**src/rtl/id_pkg.sv**
```systemverilog
// Shared definitions for the two-channel identifier recognizer.
// Holds the recognizer state constants, the character-class encoding and
// the range functions that classify an ASCII character.
package id_pkg;

  localparam int unsigned ST_W   = 2;
  localparam int unsigned CHAR_W = 8;

  // Recognizer states; 2'b11 is never written and decodes as S0.
  localparam logic [ST_W-1:0] S0 = 2'b00;
  localparam logic [ST_W-1:0] S1 = 2'b01;
  localparam logic [ST_W-1:0] S2 = 2'b10;

  typedef enum logic [1:0] {
    CLS_OTHER  = 2'd0,
    CLS_LETTER = 2'd1,
    CLS_DIGIT  = 2'd2
  } char_class_t;

  // 'A'..'Z' or 'a'..'z'
  function automatic logic is_letter(input logic [CHAR_W-1:0] c);
    return ((c >= 8'd65) && (c <= 8'd90)) || ((c >= 8'd97) && (c <= 8'd122));
  endfunction

  // '0'..'9'
  function automatic logic is_digit(input logic [CHAR_W-1:0] c);
    return (c >= 8'd48) && (c <= 8'd57);
  endfunction

  function automatic char_class_t classify(input logic [CHAR_W-1:0] c);
    char_class_t cls;
    cls = CLS_OTHER;
    if (is_letter(c)) begin
      cls = CLS_LETTER;
    end else if (is_digit(c)) begin
      cls = CLS_DIGIT;
    end
    return cls;
  endfunction

endpackage

```
**src/rtl/id_step.sv**
```systemverilog
// Combinational identifier-recognizer step: (state, char) -> next state.
// Ports:
//   state  in  ST_W    current recognizer state (2'b11 treated as S0)
//   chr    in  CHAR_W  ASCII character being consumed
//   nxt    out ST_W    next recognizer state
module id_step
  import id_pkg::*;
(
  input  logic [ST_W-1:0]   state,
  input  logic [CHAR_W-1:0] chr,
  output logic [ST_W-1:0]   nxt
);

  char_class_t cls;

  assign cls = classify(chr);

  // A letter always lands in S1; a digit only keeps an identifier alive
  // (S1/S2 -> S2); anything else drops back to S0.
  always_comb begin
    nxt = S0;
    case (state)
      S1, S2: begin
        case (cls)
          CLS_LETTER: nxt = S1;
          CLS_DIGIT:  nxt = S2;
          default:    nxt = S0;
        endcase
      end
      default: begin
        if (cls == CLS_LETTER) begin
          nxt = S1;
        end
      end
    endcase
  end

endmodule

```
**src/rtl/id_arb.sv**
```systemverilog
// Two-channel round-robin scheduler sharing one identifier-recognizer step.
// Each cycle at most one channel is granted; its saved state is advanced by
// the shared id_step and the result is reported one cycle later.
// Ports:
//   clk, rst_n          clock, synchronous active-low reset
//   char0/char1         offered ASCII characters
//   valid0/valid1       character offered this cycle
//   ready0/ready1       character consumed this cycle (combinational grant)
//   clr0/clr1           force channel state to S0 at the next edge
//   out0/out1           channel saved state == S2 (registered)
//   res_valid/res_ch    a step completed last cycle, and on which channel
//   res_state/res_out   new state of that step, and whether it is S2
//   cnt0/cnt1           saturating count of S1->S2 entries per channel
module id_arb
  import id_pkg::*;
#(
  parameter int unsigned CNT_W = 8
) (
  input  logic              clk,
  input  logic              rst_n,
  input  logic [7:0]        char0,
  input  logic [7:0]        char1,
  input  logic              valid0,
  input  logic              valid1,
  output logic              ready0,
  output logic              ready1,
  input  logic              clr0,
  input  logic              clr1,
  output logic              out0,
  output logic              out1,
  output logic              res_valid,
  output logic              res_ch,
  output logic [1:0]        res_state,
  output logic              res_out,
  output logic [CNT_W-1:0]  cnt0,
  output logic [CNT_W-1:0]  cnt1
);

  localparam logic [CNT_W-1:0] CNT_MAX = '1;

  logic [ST_W-1:0]   st0;
  logic [ST_W-1:0]   st1;
  logic              last_grant;
  logic              elig0;
  logic              elig1;
  logic              gnt0;
  logic              gnt1;
  logic [ST_W-1:0]   st_sel;
  logic [CHAR_W-1:0] char_sel;
  logic [ST_W-1:0]   st_nxt;
  logic              rise;

  // A channel being cleared does not compete for the step this cycle.
  assign elig0 = valid0 & ~clr0;
  assign elig1 = valid1 & ~clr1;

  // Round-robin: on a tie, grant the channel that did not win last time.
  always_comb begin
    gnt0 = 1'b0;
    gnt1 = 1'b0;
    if (rst_n) begin
      if (elig0 && elig1) begin
        gnt0 = last_grant;
        gnt1 = ~last_grant;
      end else begin
        gnt0 = elig0;
        gnt1 = elig1;
      end
    end
  end

  assign ready0 = gnt0;
  assign ready1 = gnt1;

  // Shared datapath input mux, steered by the grant.
  assign st_sel   = gnt1 ? st1   : st0;
  assign char_sel = gnt1 ? char1 : char0;

  id_step u_step (
    .state (st_sel),
    .chr   (char_sel),
    .nxt   (st_nxt)
  );

  // Counted event: the granted step enters S2 from S1.
  assign rise = (st_sel == S1) && (st_nxt == S2);

  // State registers, counters and result register.
  always_ff @(posedge clk) begin
    if (!rst_n) begin
      st0        <= S0;
      st1        <= S0;
      out0       <= 1'b0;
      out1       <= 1'b0;
      cnt0       <= '0;
      cnt1       <= '0;
      last_grant <= 1'b1;
      res_valid  <= 1'b0;
      res_ch     <= 1'b0;
      res_state  <= S0;
      res_out    <= 1'b0;
    end else begin
      res_valid <= gnt0 | gnt1;
      if (gnt0 || gnt1) begin
        last_grant <= gnt1;
        res_ch     <= gnt1;
        res_state  <= st_nxt;
        res_out    <= (st_nxt == S2);
      end

      if (clr0) begin
        st0  <= S0;
        out0 <= 1'b0;
      end else if (gnt0) begin
        st0  <= st_nxt;
        out0 <= (st_nxt == S2);
        if (rise && (cnt0 != CNT_MAX)) begin
          cnt0 <= cnt0 + CNT_W'(1);
        end
      end

      if (clr1) begin
        st1  <= S0;
        out1 <= 1'b0;
      end else if (gnt1) begin
        st1  <= st_nxt;
        out1 <= (st_nxt == S2);
        if (rise && (cnt1 != CNT_MAX)) begin
          cnt1 <= cnt1 + CNT_W'(1);
        end
      end
    end
  end

endmodule

```
**config.mk**
```make
export PLATFORM = sky130hd
export DESIGN_NAME = id_arb
export DESIGN_NICKNAME = d
export VERILOG_FILES = /design/src/rtl/id_pkg.sv /design/src/rtl/id_step.sv /design/src/rtl/id_arb.sv
export SDC_FILE = /design/constraint.sdc
export NUM_CORES = 1
export LEC_CHECK = 0
export BUFFER_PORTS_ARGS = -buffer_cell sky130_fd_sc_hd__buf_2
export CAP_MARGIN = 20
export CORE_MARGIN = 4
export CORE_UTILIZATION = 45
export CTS_CLUSTER_DIAMETER = 80
export DETAILED_ROUTE_END_ITERATION = 12
export GPL_ROUTABILITY_DRIVEN = 0
export PLACE_DENSITY = 0.73
export SLEW_MARGIN = 30
export SYNTH_ARGS = -nofsm -noshare
export SYNTH_HDL_FRONTEND = slang
export SYNTH_SLANG_ARGS = --single-unit
export TNS_END_PERCENT = 20
```
**constraint.sdc**
```tcl
create_clock -name clk -period 7.9 [get_ports clk]
set_input_delay 0 -clock clk [delete_from_list [all_inputs] [get_ports clk]]
set_output_delay 0 -clock clk [all_outputs]
set_load 0.01 [all_outputs]
```
==> flow_summary.yaml <==
run_status:
  status: "finished, final reports clean"
setup_path:
  cp_top_family: "simple AND/OR/NAND/NOR gates"
  cp-start-kind: "input pin"
  cp_common_cell: "nand2_1"
  crit_arrival_ns: 3.32
  critPathMaxFanout: 17
  crit_path_cell_trace: "dlygate4sd3_1 > buf_2 > and3b_1 > nand2_1 > inv_1 > nand2_1 > nand2_1 > ha_1 > nor4bb_1 > nand2_1 > o22a_1 > or4_1 > a21oi_1"
  slowest_delay_ns: 0.58
  end_kind: "flop"
  critPathSlowestCell: "or4_1"
  critical_path_class: "input pin to flop"
  worstPathRequired_ns: 8.17
  path_buf_inv: 3
final_layout:
  syn2layout_area_growth_pct: 23.5
  drive_gt1_share_pct: 25.5
  nNetsFinal: 238
  regArea_um2: 561
  fin_area_um2: 1730
  multiInputGateArea_um2: 791
  finalNonFillerCells: 243
  num_antenna_cells: 0
  post-route-util_pct: 60.6
  fillCellCount: 265
timing:
  fin_tns_setup_ns: 0
  rsz0062_at_grt: "false"
  finalHoldViolations: 0
  finalCriticalPeriod_ns: 3.05
  max_freq_mhz: 328
  slew_viol_final: 0
  setup_viol: 0
  setup_ws_ns: 4.85
  relSlewSlack_pct: 63.6
  timing.final.crit_share_pct: 38.6
  tightest_slew_ns: 0.545
  skew_ns: 0.00674
route:
  ant_nets: 0
  routed_wl_mm: 3.56
  post_drt_wl_per_cell_um: 14.6
  route.detailed.drc: 0
  drt_pass1_iterations: 4
  avgViaCountPerCell: 5.86
  drt_iter0_drc: 97
  num_vias: 1423
placed_design:
  dp_slack_ns: 5.02
  dpl.hpwl_mm: 2.66
  place_area_um2: 1640
  io_buffers: 46
  dpl.cell_count: 235
floorplanning:
  row_count: 19
  die_area_um2: 4060
  coreArea_um2: 2850
  io_pins: 47
  die_y_um: 63.8
  fp.dieW_um: 63.8
  initial_core_util_pct: 49.0
logic_synthesis:
  yosysSeqAreaShare_pct: 40.1
  ys_ff_latch: 28
  syn_inst: 165
  syn-num-nets: 190
  ys_warn_count: 0
  synth_area_per_cell_um2: 8.48
  syn-cell-area_um2: 1400
  ys_types: 38
clocking:
  cts_resized: 0
  cts_inserted_buffers: 3
  post_cts_buffers: 0
  path_clk_slew_ns: 0.16
  cts_tree: "done"
  postCtsHoldBufs: 4
  clock_sinks: 28
  cts_buffer_depth: 2
  cts_root_buf: "clkbuf_4"
  clock_latency_ns: 0.34
  h-tree-depth: 1
grt:
  grt_antenna_before_repair: 0
  grt_pass1_wl_mm: 6.18
  grt_max_degree: 18
  grt-ovfl-total: 0
  grt_pass1_vias: 1370
  track_usage_pct: 18.4
power:
  clockPowerShare_pct: 35.9
  p_sw_share_pct: 22.6
  p_comb_share_pct: 9.9
  seqPwrFrac_pct: 54.2
  irDropWorstVdd_mv: 0.0892
  power_density_nw_per_um2: 155
  p_leak_nw: 0.728
  internal_power_uw: 207
  p_switching_uw: 60.5
run:
  max_cap_violations: 0
worst_hold_path:
  hp-class: "input pin to flop"
[cells in the final DEF, fill, tap and decap left out, types with 8 or more instances in the layout]
| master | count |
|---|---|
| buf_2 | 46 |
| nor2_1 | 9 |
| nand3_1 | 13 |
| or4_1 | 9 |
| dfxtp_1 | 28 |
| a21oi_1 | 14 |
| o21ai_0 | 9 |
| o31ai_1 | 8 |
| nand2_1 | 19 |
[flip-flops by register name (all words and copies together) (netlist names)]
register,cells
out1,1
st0,2
last_grant,1
out0,1
res_ch,1
res_out,1
st1,2
res_valid,1
cnt1,8
res_state,2
cnt0,8
[layer usage]
metal	routed length, um	GRT usage, %
met5	0	0
met4	37	5.66
met3	197	2.45
met2	1770	32.5
met1	1560	23.3
[cell usage after synthesis]
master,instances,area share (%)
and3b_1,2,1.3
o22ai_1,2,0.89
nand3b_1,2,1.1
nor4_1,2,0.89
o21a_1,3,1.6
o221ai_1,2,1.3
nor2_1,9,2.4
clkbuf_1,4,1.1
buf_2,2,0.72
o311ai_1,1,0.63
inv_1,3,0.80
or2_2,2,0.89
mux2i_1,3,2.1
a2111oi_4,1,2.0
and3_1,4,1.8
nand2_1,19,5.1
o41ai_1,1,0.63
o31a_1,1,0.63
nand4b_1,1,0.63
ha_1,3,2.7
nor4bb_1,2,1.4
o22a_1,1,0.63
or4_1,9,4.8
nor3_1,1,0.36
o31ai_1,8,4.3
nand2b_1,1,0.45
a21oi_1,14,5.0
nand4_1,1,0.45
xnor2_1,2,1.3
inv_2,1,0.27
buf_4,1,0.54
o211ai_1,1,0.54
a21o_1,2,1.1
dfxtp_1,28,40
a21boi_0,1,0.54
or3_1,3,1.3
nand3_1,13,4.7
o21ai_0,9,3.2
[cell families (layout without fill, tap and decap cells)]
logic type / after synthesis / count (layout) / synth area share [%]
compound gates: 47 / 47 / 22.9
xor+xnor: 2 / 2 / 1.25
fa+ha+maj: 3 / 3 / 2.68
buf+inv: 11 / 58 / 3.40
flops: 28 / 28 / 40.1
mux: 3 / 3 / 2.15
simple gates: 71 / 71 / 27.5
[area by class of cell]
cell class / instances / area share (%)
multi-input combinational: 126 / 45.8
sequential: 28 / 32.4
timing repair buffer: 50 / 15.6
tap: 31 / 2.24
clock inverter: 1 / 1.74
clock buffer: 3 / 1.30
inverter: 4 / 0.869
[power groups by stage]
| stage | sequential, mW | combinational [mW] | clock [mW] |
|---|---|---|---|
| detailed placement | 0.148 | 0.0247 | 0 |
| floorplan | 0.149 | 0.0125 | 0 |
| global route | 0.146 | 0.0293 | 0.103 |
| CTS | 0.145 | 0.0263 | 0.0966 |
| finish | 0.145 | 0.0265 | 0.0961 |
| global placement | 0.148 | 0.0242 | 0 |
[path summary, 6_finish.rpt]
check                                             start  slack, ns  depth (start not counted)              endpoint
worst min-delay path                               clr0       0.03                          4   st0[0]$_SDFFE_PP0P_
worst max register to register  last_grant$_SDFFE_PN1P_       4.92                         11  cnt0[3]$_SDFFE_PN0P_
worst min register to register      st1[1]$_SDFFE_PP0N_       0.47                          2   st1[1]$_SDFFE_PP0N_
worst max-delay path                              rst_n       4.85                         13  cnt0[3]$_SDFFE_PN0P_
[through the flow]
stage	power, mW	hold WS [ns]
after floorplan	0.161	0.0456
after global placement	0.172	0.319
after detailed placement	0.173	0.308
after CTS	0.268	0.0310
after global routing	0.278	0.0502
final	0.268	0.0316
[worst register-to-register path: stages, from the launching register on]
cell,delay [ns]
dfxtp_1,0.41
nand3b_1,0.12
nand2_1,0.24
inv_1,0.10
nand2_1,0.08
nand2_1,0.05
ha_1,0.30
nor4bb_1,0.26
nand2_1,0.17
o22a_1,0.42
or4_1,0.58
a21oi_1,0.17
Power figures use the tool's default switching activity.
